File: src/rtl/serial_comparator_pkg.sv
// rtl/serial_comparator_pkg.sv - shared state/result encodings for the serial comparator
package serial_comparator_pkg;

  typedef enum logic [1:0] {
    ST_IDLE  = 2'd0,
    ST_SHIFT = 2'd1
  } state_t;

  typedef enum logic [1:0] {
    RES_EQ  = 2'd0,
    RES_AGT = 2'd1,
    RES_BGT = 2'd2
  } result_t;

  // No recorded difference means the operands matched on every bit.
  function automatic result_t resolve(input logic decided, input logic a_wins);
    if (!decided) return RES_EQ;
    return a_wins ? RES_AGT : RES_BGT;
  endfunction

endpackage

File: src/rtl/serial_comparator_cmp_bit_step.sv
// rtl/serial_comparator_cmp_bit_step.sv - single-bit compare cell, sign-aware at the MSB
module cmp_bit_step (
  input  logic a_bit,
  input  logic b_bit,
  input  logic is_msb,
  input  logic signed_mode,
  output logic differ,
  output logic a_wins
);

  // In two's complement a 0 in the sign bit is the larger value.
  assign differ = a_bit ^ b_bit;
  assign a_wins = (is_msb && signed_mode) ? ~a_bit : a_bit;

endmodule

File: src/rtl/serial_comparator.sv
// rtl/serial_comparator.sv - bit-serial MSB-first magnitude comparator with start/busy/done
module serial_comparator
  import serial_comparator_pkg::*;
#(
  parameter int WIDTH      = 4,
  parameter bit EARLY_EXIT = 1'b1
) (
  input  logic             clk,
  input  logic             rst_n,
  input  logic             start,
  input  logic             signed_mode,
  input  logic [WIDTH-1:0] A,
  input  logic [WIDTH-1:0] B,
  output logic             busy,
  output logic             done,
  output logic             gtA,
  output logic             gtB,
  output logic             AeqB
);

  localparam int IDX_W = (WIDTH > 1) ? $clog2(WIDTH) : 1;
  localparam logic [IDX_W-1:0] IDX_MSB = IDX_W'(WIDTH - 1);

  state_t           r_state;
  logic [WIDTH-1:0] r_a;
  logic [WIDTH-1:0] r_b;
  logic             r_signed;
  logic [IDX_W-1:0] r_idx;
  logic             r_diff;
  logic             r_a_wins;
  logic             r_busy;
  logic             r_done;
  logic             r_gta;
  logic             r_gtb;
  logic             r_eq;

  logic    w_is_msb;
  logic    w_differ;
  logic    w_a_wins;
  logic    w_first_diff;
  logic    w_last;
  logic    w_decided;
  logic    w_final_a_wins;
  result_t w_result;

  assign w_is_msb = (r_idx == IDX_MSB);

  cmp_bit_step u_step (
    .a_bit       (r_a[r_idx]),
    .b_bit       (r_b[r_idx]),
    .is_msb      (w_is_msb),
    .signed_mode (r_signed),
    .differ      (w_differ),
    .a_wins      (w_a_wins)
  );

  // Only the first difference decides; later bits are examined but ignored.
  assign w_first_diff   = w_differ && !r_diff;
  assign w_last         = (r_idx == '0) || (EARLY_EXIT && w_first_diff);
  assign w_decided      = r_diff || w_first_diff;
  assign w_final_a_wins = r_diff ? r_a_wins : w_a_wins;
  assign w_result       = resolve(w_decided, w_final_a_wins);

  always_ff @(posedge clk) begin
    if (!rst_n) begin
      r_state  <= ST_IDLE;
      r_a      <= '0;
      r_b      <= '0;
      r_signed <= 1'b0;
      r_idx    <= '0;
      r_diff   <= 1'b0;
      r_a_wins <= 1'b0;
      r_busy   <= 1'b0;
      r_done   <= 1'b0;
      r_gta    <= 1'b0;
      r_gtb    <= 1'b0;
      r_eq     <= 1'b0;
    end else begin
      r_done <= 1'b0;
      case (r_state)
        ST_IDLE: begin
          if (start) begin
            r_a      <= A;
            r_b      <= B;
            r_signed <= signed_mode;
            r_idx    <= IDX_MSB;
            r_diff   <= 1'b0;
            r_a_wins <= 1'b0;
            r_gta    <= 1'b0;
            r_gtb    <= 1'b0;
            r_eq     <= 1'b0;
            r_busy   <= 1'b1;
            r_state  <= ST_SHIFT;
          end
        end
        ST_SHIFT: begin
          if (w_first_diff) begin
            r_diff   <= 1'b1;
            r_a_wins <= w_a_wins;
          end
          if (w_last) begin
            r_gta   <= (w_result == RES_AGT);
            r_gtb   <= (w_result == RES_BGT);
            r_eq    <= (w_result == RES_EQ);
            r_done  <= 1'b1;
            r_busy  <= 1'b0;
            r_state <= ST_IDLE;
          end else begin
            r_idx <= r_idx - IDX_W'(1);
          end
        end
        default: begin
          r_busy  <= 1'b0;
          r_state <= ST_IDLE;
        end
      endcase
    end
  end

  assign busy = r_busy;
  assign done = r_done;
  assign gtA  = r_gta;
  assign gtB  = r_gtb;
  assign AeqB = r_eq;

endmodule

File: config.mk
export PLATFORM = sky130hd
export DESIGN_NAME = serial_comparator
export DESIGN_NICKNAME = d
export VERILOG_FILES = /design/src/rtl/serial_comparator_pkg.sv /design/src/rtl/serial_comparator_cmp_bit_step.sv /design/src/rtl/serial_comparator.sv
export SDC_FILE = /design/constraint.sdc
export NUM_CORES = 1
export LEC_CHECK = 0
export BUFFER_PORTS_ARGS = -buffer_cell sky130_fd_sc_hd__buf_2
export CORE_MARGIN = 2
export CORE_UTILIZATION = 25
export CTS_BUF_LIST = sky130_fd_sc_hd__clkbuf_4 sky130_fd_sc_hd__clkbuf_8
export CTS_CLUSTER_SIZE = 24
export DETAILED_ROUTE_END_ITERATION = 10
export HOLD_SLACK_MARGIN = 0.15
export SETUP_SLACK_MARGIN = 0.15
export SKIP_CTS_REPAIR_TIMING = 1
export SYNTH_ARGS = -nofsm -noshare
export SYNTH_HDL_FRONTEND = slang
export SYNTH_SLANG_ARGS = --single-unit
File: constraint.sdc
create_clock -name clk -period 5.2 [get_ports clk]
set_input_delay 0 -clock clk [delete_from_list [all_inputs] [get_ports clk]]
set_output_delay 0 -clock clk [all_outputs]
set_load 0.1 [all_outputs]
==> impl_metrics.ini, run 1 <==
[floorplan]
ioPinCount = 17
rows = 22
start_util_pct = 26.5
core-area_sq_um = 3720
dieHeight_um = 66.8
die_w_um = 66.8
die_area_sq_um = 4460

[critical_path]
cp.required_ns = 5.34
cp_slowest_cell = mux4_2
cp_slowest_stage_delay_ns = 0.55
end_kind = flip-flop
reg2reg_depth = 4
crit_buf_inv = 1
critical_path_class = flip-flop to flip-flop
reg2reg_from = r_idx[1]
reg2reg_slack_ns = 3.34
cp.arrival_ns = 2.00
cp_max_fo = 8
crit_family = multiplexers
crit_chain = inv_2 -> mux4_2 -> or2_4 -> o311a_2
cp-start-kind = flip-flop
r2r_end = r_idx[1]

[sta]
hold-worst-slack_ns = 0.470
fin_tns_setup_ns = 0
post-route-period-util_pct = 35.7
hold_viol = 0
maxSlewViolCount = 0
tightest_slew_ns = 0.812
rsz0062_at_grt = false
finalSetupViolations = 0
fmax_mhz = 539
relSlewSlack_pct = 45.7
period_minus_slack_ns = 1.86
skew_ns = 0.00260

[power]
p_leak_nw = 0.488
total_power_uw = 371
powerDensity_nw_per_um2 = 299
peakVddDrop_mv = 0.130

[yosys]
synthArstFlopShare_pct = 0
yosys.area_share.simple_pct = 18.1
syn-cell-area_sq_um = 986
synth-edff-count = 0
synth_mux_area_share_pct = 7.61
yosys.area_share.adder_pct = 2.54
synth_top_area_share_pct = 36.5
synthCells = 113
synth-seq-cells = 18
synth_cell_types = 36
synth_commonest_cells = 26 x nand2_1, 18 x dfxtp_1, 10 x a21boi_0
synth_compound_area_share_pct = 24.5
synthesis.nets = 127
synth_top_area_cell = dfxtp_1
ys_warn_count = 0
yosysSeqAreaShare_pct = 36.5
avgSynthCellArea_sq_um = 8.73
synth_xor_area_share_pct = 4.44
synth_most_common_cell = nand2_1
synth_area_leaders = dfxtp_1 37%, nand2_1 9.9%, a21boi_0 7.6%
synth-main-ff-cell = dfxtp_1
synth_top_family_by_area = compound AO/OA/AOI/OAI gates

[clocking]
clockBufferDepth = 2
h-tree-depth = 1
cts.sinks = 18
cts_tree = yes
clockRootBuffer = clkbuf_8
cts-buffers-inserted = 3
clk_pin_slew_ns = 0.07
clock_latency_ns = 0.25

[global_routing]
grt_max_degree = 21
antenna_found_initial = 0
grt_pass1_vias = 813
grt_pass1_wl_mm = 3.95
grt_overflow_total = 0
grt_usage_pct = 11.9

[route]
drt_wl_total_mm = 2.33
avgViaCountPerCell = 4.77
wl_per_cell_um = 12.6
vias = 877
drt-initial-drc-count = 95
remaining_drc_errors = 0
ant_nets = 0
drt-pass1-iter-count = 4

[layout]
diodes = 0
regArea_sq_um = 360
multi_input_area_sq_um = 564
filler_cell_count = 405
final_nets = 152
layout-drive-gt1-share_pct = 18.4
areaGrowthSynthToFinish_pct = 25.6

[hold_path]
min_from = r_signed
min_to = r_signed
hold_path.class = flip-flop to flip-flop
min_path_cells = 2

[placement]
numPortBuffers = 16
place_congestion = 0.855
place_hpwl_mm = 1.63

[run_status]
status = finished clean

[flow_run]
maxCapViolCount = 0
-- final cells by class --
| type | instances | share of cell area, % |
|---|---|---|
| Multi-Input combinational cell | 82 | 45.6 |
| Clock buffer | 3 | 3.33 |
| Timing Repair Buffer | 27 | 15.4 |
| Tap cell | 48 | 4.85 |
| Sequential cell | 18 | 29.1 |
| Inverter | 6 | 1.82 |
-- state kept, by name, indices dropped and copies added, names as in the netlist --
register	flops
r_a	4
r_b	4
r_idx	2
AeqB	1
busy	1
done	1
gtA	1
gtB	1
r_a_wins	1
r_diff	1
r_signed	1
-- worst max-delay path by stage --
| stage | startpoint | end | cells past startpoint |
|---|---|---|---|
| 2_1_floorplan | busy | gtA | 4 |
| 6_report | r_idx[1] | r_idx[1] | 4 |
| 5_1_grt | r_idx[1] | r_idx[1] | 4 |
| 3_3_place_gp | r_idx[1] | r_idx[1] | 4 |
| 3_5_place_dp | r_idx[1] | r_idx[1] | 4 |
| 4_1_cts | r_idx[1] | r_idx[1] | 4 |
-- kinds of logic (layout without fill, tap and decap cells) --
group,Yosys count,after routing
AO/OA/AOI/OAI,33,33
XOR/XNOR,5,5
adder cells (fa/ha/maj),2,2
buffers and inverters,13,36
flip-flops,18,18
multiplexers,3,3
AND/OR/NAND/NOR,39,39
-- metal layers --
| metal | part of all wire (%) | routed length [um] | global-route usage, % |
|---|---|---|---|
| met3 | 4.6 | 108 | 3.72 |
| met5 | 0 | 0 | 0 |
| met2 | 46 | 1080 | 18.6 |
| met1 | 48 | 1110 | 15.5 |
| met4 | 1.2 | 27 | 3.83 |
-- where the power goes --
part,internal (mW),switching [mW],leakage (nW)
Combinational,0.0417,0.0667,0.319
Clock,0.0515,0.0465,0.0216
Sequential,0.149,0.0153,0.148
Total,0.242,0.128,0.488
-- metrics by stage --
step                instance area (sq um)  util, %  worst slack (ns)  cells
finish                               1240     33.3              3.34    184
global route                         1240     33.3              3.27    184
CTS                                  1130     30.4              3.37    173
detailed placement                   1090     29.3              3.38    170
global placement                     1090     29.3              3.43    170
floorplan                             986        -              3.27    113
-- tightest hold or removal path: stages, from the launching register on --
cell      delay [ns]
dfxtp_1         0.31
nand2_1         0.05
a21boi_0        0.06
-- layout by cell type, fill, tap and decap left out, types with 2 or more instances in the layout --
| cell type | count |
|---|---|
| ha_1 | 2 |
| o2111ai_1 | 2 |
| inv_1 | 5 |
| buf_2 | 16 |
| nor2_1 | 3 |
| dfxtp_1 | 18 |
| o211ai_1 | 2 |
| o21ai_0 | 4 |
| a31oi_1 | 2 |
| o31ai_1 | 2 |
| nand3_1 | 2 |
| clkbuf_8 | 3 |
| xnor2_1 | 4 |
| nand4_1 | 2 |
| a21boi_0 | 10 |
| dlygate4sd3_1 | 11 |
| mux4_1 | 2 |
| nand2_1 | 26 |
| a21oi_1 | 3 |
No activity file was read; power rests on OpenSTA's default activity.
==> run 2, diff against run 1 <==
==> constraint.sdc (replaced) <==
create_clock -name clk -period 1.5 [get_ports clk]
set_input_delay 0 -clock clk [delete_from_list [all_inputs] [get_ports clk]]
set_output_delay 0 -clock clk [all_outputs]
set_load 0.1 [all_outputs]
==> impl_metrics.ini, run 2 (synthesized netlist as in run 1, its figures left out) <==
[run_status]
status = complete, but fails checks
violations = negative setup slack

[critical_path]
cp_max_fo = 4
critical_path_class = flip-flop to flip-flop
cp.required_ns = 1.65
cp.arrival_ns = 1.76
end_kind = flip-flop
cp-start-kind = flip-flop
reg2reg_depth = 4

[layout]
final_nets = 167
largestRegisters = r_a (4), r_b (4), r_idx (2)
diodes = 0
areaGrowthSynthToFinish_pct = 44.2
final_common_cell = nand2_1
layout-drive-gt1-share_pct = 38.8
final_cell_mix = 26 x nand2_1, 16 x buf_2, 15 x buf_4

[sta]
finalSetupViolations = 5
hold_viol = 0
post-route-period-util_pct = 108
tightest_slew_ns = 0.497
period_minus_slack_ns = 1.62
fin_tns_setup_ns = -0.350
rsz0062_at_grt = true
fmax_mhz = 619
relSlewSlack_pct = 66.8
hold-worst-slack_ns = 0.478
skew_ns = 0.00433
maxSlewViolCount = 0
fin_ws_ns = -0.116

[route]
drt-initial-drc-count = 89
ant_nets = 0
drt-pass1-iter-count = 4
wl_met3_um = 93
remaining_drc_errors = 0
met2_wirelength_mm = 1.32
avgViaCountPerCell = 4.78
wl_met1_mm = 1.15
highest_layer = met3
vias = 955
drt_wl_total_mm = 2.56
wl_per_cell_um = 12.8

[clocking]
clk_pin_slew_ns = 0.07
cts.sinks = 18
h-tree-depth = 1
clockRootBuffer = clkbuf_8
clock_latency_ns = 0.25
cts_tree = yes
clockBufferDepth = 2
cts-buffers-inserted = 3

[floorplan]
rows = 22
ioPinCount = 17
die_area_sq_um = 4460
dieHeight_um = 66.8
die_w_um = 66.8
start_util_pct = 26.5
core-area_sq_um = 3720

[placement]
numPortBuffers = 16
place_hpwl_mm = 1.91
place_congestion = 0.830

[global_routing]
antenna_found_initial = 0
grt_max_degree = 21
grt_overflow_total = 0
grt_usage_pct = 11.9
grt_pass1_vias = 846
grt_pass1_wl_mm = 4.00

[power]
peakVddDrop_mv = 0.639
total_power_mw = 1.46
powerDensity_nw_per_um2 = 1020
p_leak_nw = 0.571

[hold_path]
hold_path.class = flip-flop to flip-flop
min_path_cells = 2

[flow_run]
maxCapViolCount = 0
-- run 2: where the power goes --
| part | leakage, nW | switching, mW | internal [mW] | total (mW) |
|---|---|---|---|---|
| sequential | 0.151 | 0.0463 | 0.522 | 0.568 |
| clock | 0.0288 | 0.165 | 0.233 | 0.398 |
| combinational | 0.391 | 0.274 | 0.216 | 0.490 |
-- run 2: final cells by class --
| cell class | instances | area (sq um) |
|---|---|---|
| Clock buffer | 4 | 55.1 |
| Fill cell | 397 | 2290 |
| Inverter | 6 | 22.5 |
| Multi-Input combinational cell | 82 | 604 |
| Sequential cell | 18 | 377 |
| Tap cell | 48 | 60.1 |
| Timing Repair Buffer | 42 | 303 |
-- run 2: critical path, stage by stage (launching register included) --
cell and delay, ns:
dfxtp_2 0.34, xnor2_2 0.14, mux4_2 0.47, or2_4 0.27, o311a_4 0.29
-- run 2: through the flow --
step / instances / worst slack, ns / instance area (sq um) / util, %
after floorplan: 113 / -0.160 / 1000 / -
after global placement: 184 / -0.164 / 1210 / 32.6
after detailed placement: 184 / -0.176 / 1210 / 32.6
after CTS: 188 / -0.203 / 1270 / 34.1
after global routing: 200 / -0.145 / 1420 / 38.2
final: 200 / -0.116 / 1420 / 38.2
-- run 2: per-layer routing --
| layer | vias to the layer above | GRT usage [%] |
|---|---|---|
| li1 | 484 | - |
| met1 | 457 | 14.3 |
| met2 | 14 | 20.8 |
| met3 | 0 | 3.89 |
| met4 | 0 | 2.04 |
| met5 | - | 0 |
-- run 2: worst paths after layout --
path	slack [ns]	end	start
hold / removal	0.48	r_signed	r_signed
setup / recovery	-0.12	r_idx[1]	r_b[3]
hold reg to reg	0.48	r_signed	r_signed
setup reg to reg	-0.12	r_idx[1]	r_b[3]
==> run 3, diff against run 2 <==
--- a/config.mk
+++ b/config.mk
@@ -12,6 +12,7 @@
 export CTS_CLUSTER_SIZE = 24
 export DETAILED_ROUTE_END_ITERATION = 10
 export HOLD_SLACK_MARGIN = 0.15
+export RECOVER_POWER = 100
 export SETUP_SLACK_MARGIN = 0.15
 export SKIP_CTS_REPAIR_TIMING = 1
 export SYNTH_ARGS = -nofsm -noshare
==> impl_metrics.ini, run 3 (synthesized netlist as in run 1, its figures left out) <==
[run_status]
status = complete, but fails checks
violations = negative setup slack

[sta]
period_minus_slack_ns = 1.62
post-route-period-util_pct = 108
maxSlewViolCount = 0
fin_ws_ns = -0.116
rsz0062_at_grt = true
skew_ns = 0.00383
finalSetupViolations = 5
fmax_mhz = 619
tightest_slew_ns = 0.540
relSlewSlack_pct = 64.2
hold_viol = 0

[power]
p_clk_share_pct = 27.3
powerDensity_nw_per_um2 = 1020
internal_power_uw = 971
power.share.switching_pct = 33.3
combPwrFrac_pct = 33.7
p_switching_uw = 485
peakVddDrop_mv = 0.638
p_seq_share_pct = 39.0
p_leak_nw = 0.568

[route]
drt_wl_total_mm = 2.55
ant_nets = 0
drt-pass1-iter-count = 4
avgViaCountPerCell = 4.79
vias = 957
remaining_drc_errors = 0
drt-initial-drc-count = 89
wl_per_cell_um = 12.8

[placement]
place_hpwl_mm = 1.91
dpl-instance-area_sq_um = 1210
numPortBuffers = 16
place_congestion = 0.830

[critical_path]
critical_path_class = flip-flop to flip-flop
cp-start-kind = flip-flop
end_kind = flip-flop
reg2reg_depth = 4
cp.required_ns = 1.65
cp_max_fo = 4
cp.arrival_ns = 1.76

[global_routing]
grt_usage_pct = 11.9
grt_pass1_wl_mm = 4.00
antenna_found_initial = 0
grt_pass1_vias = 846
grt_max_degree = 21
grt_overflow_total = 0

[clocking]
h-tree-depth = 1
cts_tree = yes
cts.sinks = 18
clockBufferDepth = 2
cts-buffers-inserted = 3
clk_pin_slew_ns = 0.07
clock_latency_ns = 0.25
clockRootBuffer = clkbuf_8

[hold_path]
min_path_cells = 2
hold_path.class = flip-flop to flip-flop

[floorplan]
rows = 22
start_util_pct = 26.5
die_w_um = 66.8
die_area_sq_um = 4460
core-area_sq_um = 3720
ioPinCount = 17
dieHeight_um = 66.8

[layout]
largestRegisters = r_a (4), r_b (4), r_idx (2)
final_cell_mix = 26 x nand2_1, 15 x buf_4, 12 x buf_2
final_common_cell = nand2_1
final_nets = 167
final_area_sq_um = 1420
areaGrowthSynthToFinish_pct = 44.2
diodes = 0
layout-drive-gt1-share_pct = 38.8
utilization_pct = 38.2
filler_cell_count = 397

[flow_run]
maxCapViolCount = 0
==> run 3: cell count changes in the layout (fill, tap and decap cells not counted), sizes merged <==
cell    change
buf         -4
clkbuf      +4
==> run 3: worst max-delay path, stage by stage (launching register included) <==
cell	delay, ns
dfxtp_2	0.34
xnor2_2	0.14
mux4_2	0.47
or2_4	0.27
o311a_4	0.29
==> run 3: through the flow <==
| step | setup TNS [ns] | power, mW | setup slack, ns | cells | hold WS (ns) |
|---|---|---|---|---|---|
| detailed placement | -0.638 | 1.01 | -0.176 | 184 | 0.257 |
| CTS | -0.735 | 1.42 | -0.203 | 188 | -0.0169 |
| global placement | -0.501 | 1.00 | -0.164 | 184 | 0.252 |
| floorplan | -0.481 | 0.866 | -0.160 | 113 | 0.145 |
| finish | -0.352 | 1.46 | -0.116 | 200 | 0.478 |
| global route | -0.584 | 1.54 | -0.145 | 200 | 0.525 |
==> run 3: area by class of cell <==
class | instances | area [sq um] | share of cell area, %
Timing Repair Buffer | 42 | 303 | 21.3
Inverter | 6 | 22.5 | 1.58
Clock buffer | 4 | 55.1 | 3.87
Sequential cell | 18 | 377 | 26.5
Multi-Input combinational cell | 82 | 604 | 42.5
Tap cell | 48 | 60.1 | 4.23
==> run 3: path summary, 6_finish.rpt <==
kind                   end  slack (ns)      from
hold / removal    r_signed        0.48  r_signed
setup / recovery  r_idx[1]       -0.12    r_b[3]
setup reg to reg  r_idx[1]       -0.12    r_b[3]
hold reg to reg   r_signed        0.48  r_signed
==> run 3: layer usage <==
| layer | routed length, um | GRT usage (%) |
|---|---|---|
| met5 | 0 | 0 |
| met4 | 0 | 2.04 |
| met3 | 92 | 3.89 |
| met2 | 1310 | 20.8 |
| met1 | 1150 | 14.3 |
==> run 3: power groups by stage <==
stage / Clock [mW] / Combinational, mW / Sequential (mW)
after global routing: 0.434 / 0.528 / 0.575
final: 0.397 / 0.490 / 0.568
after floorplan: 0 / 0.224 / 0.643
after global placement: 0 / 0.432 / 0.568
after detailed placement: 0 / 0.443 / 0.571
after CTS: 0.413 / 0.446 / 0.560
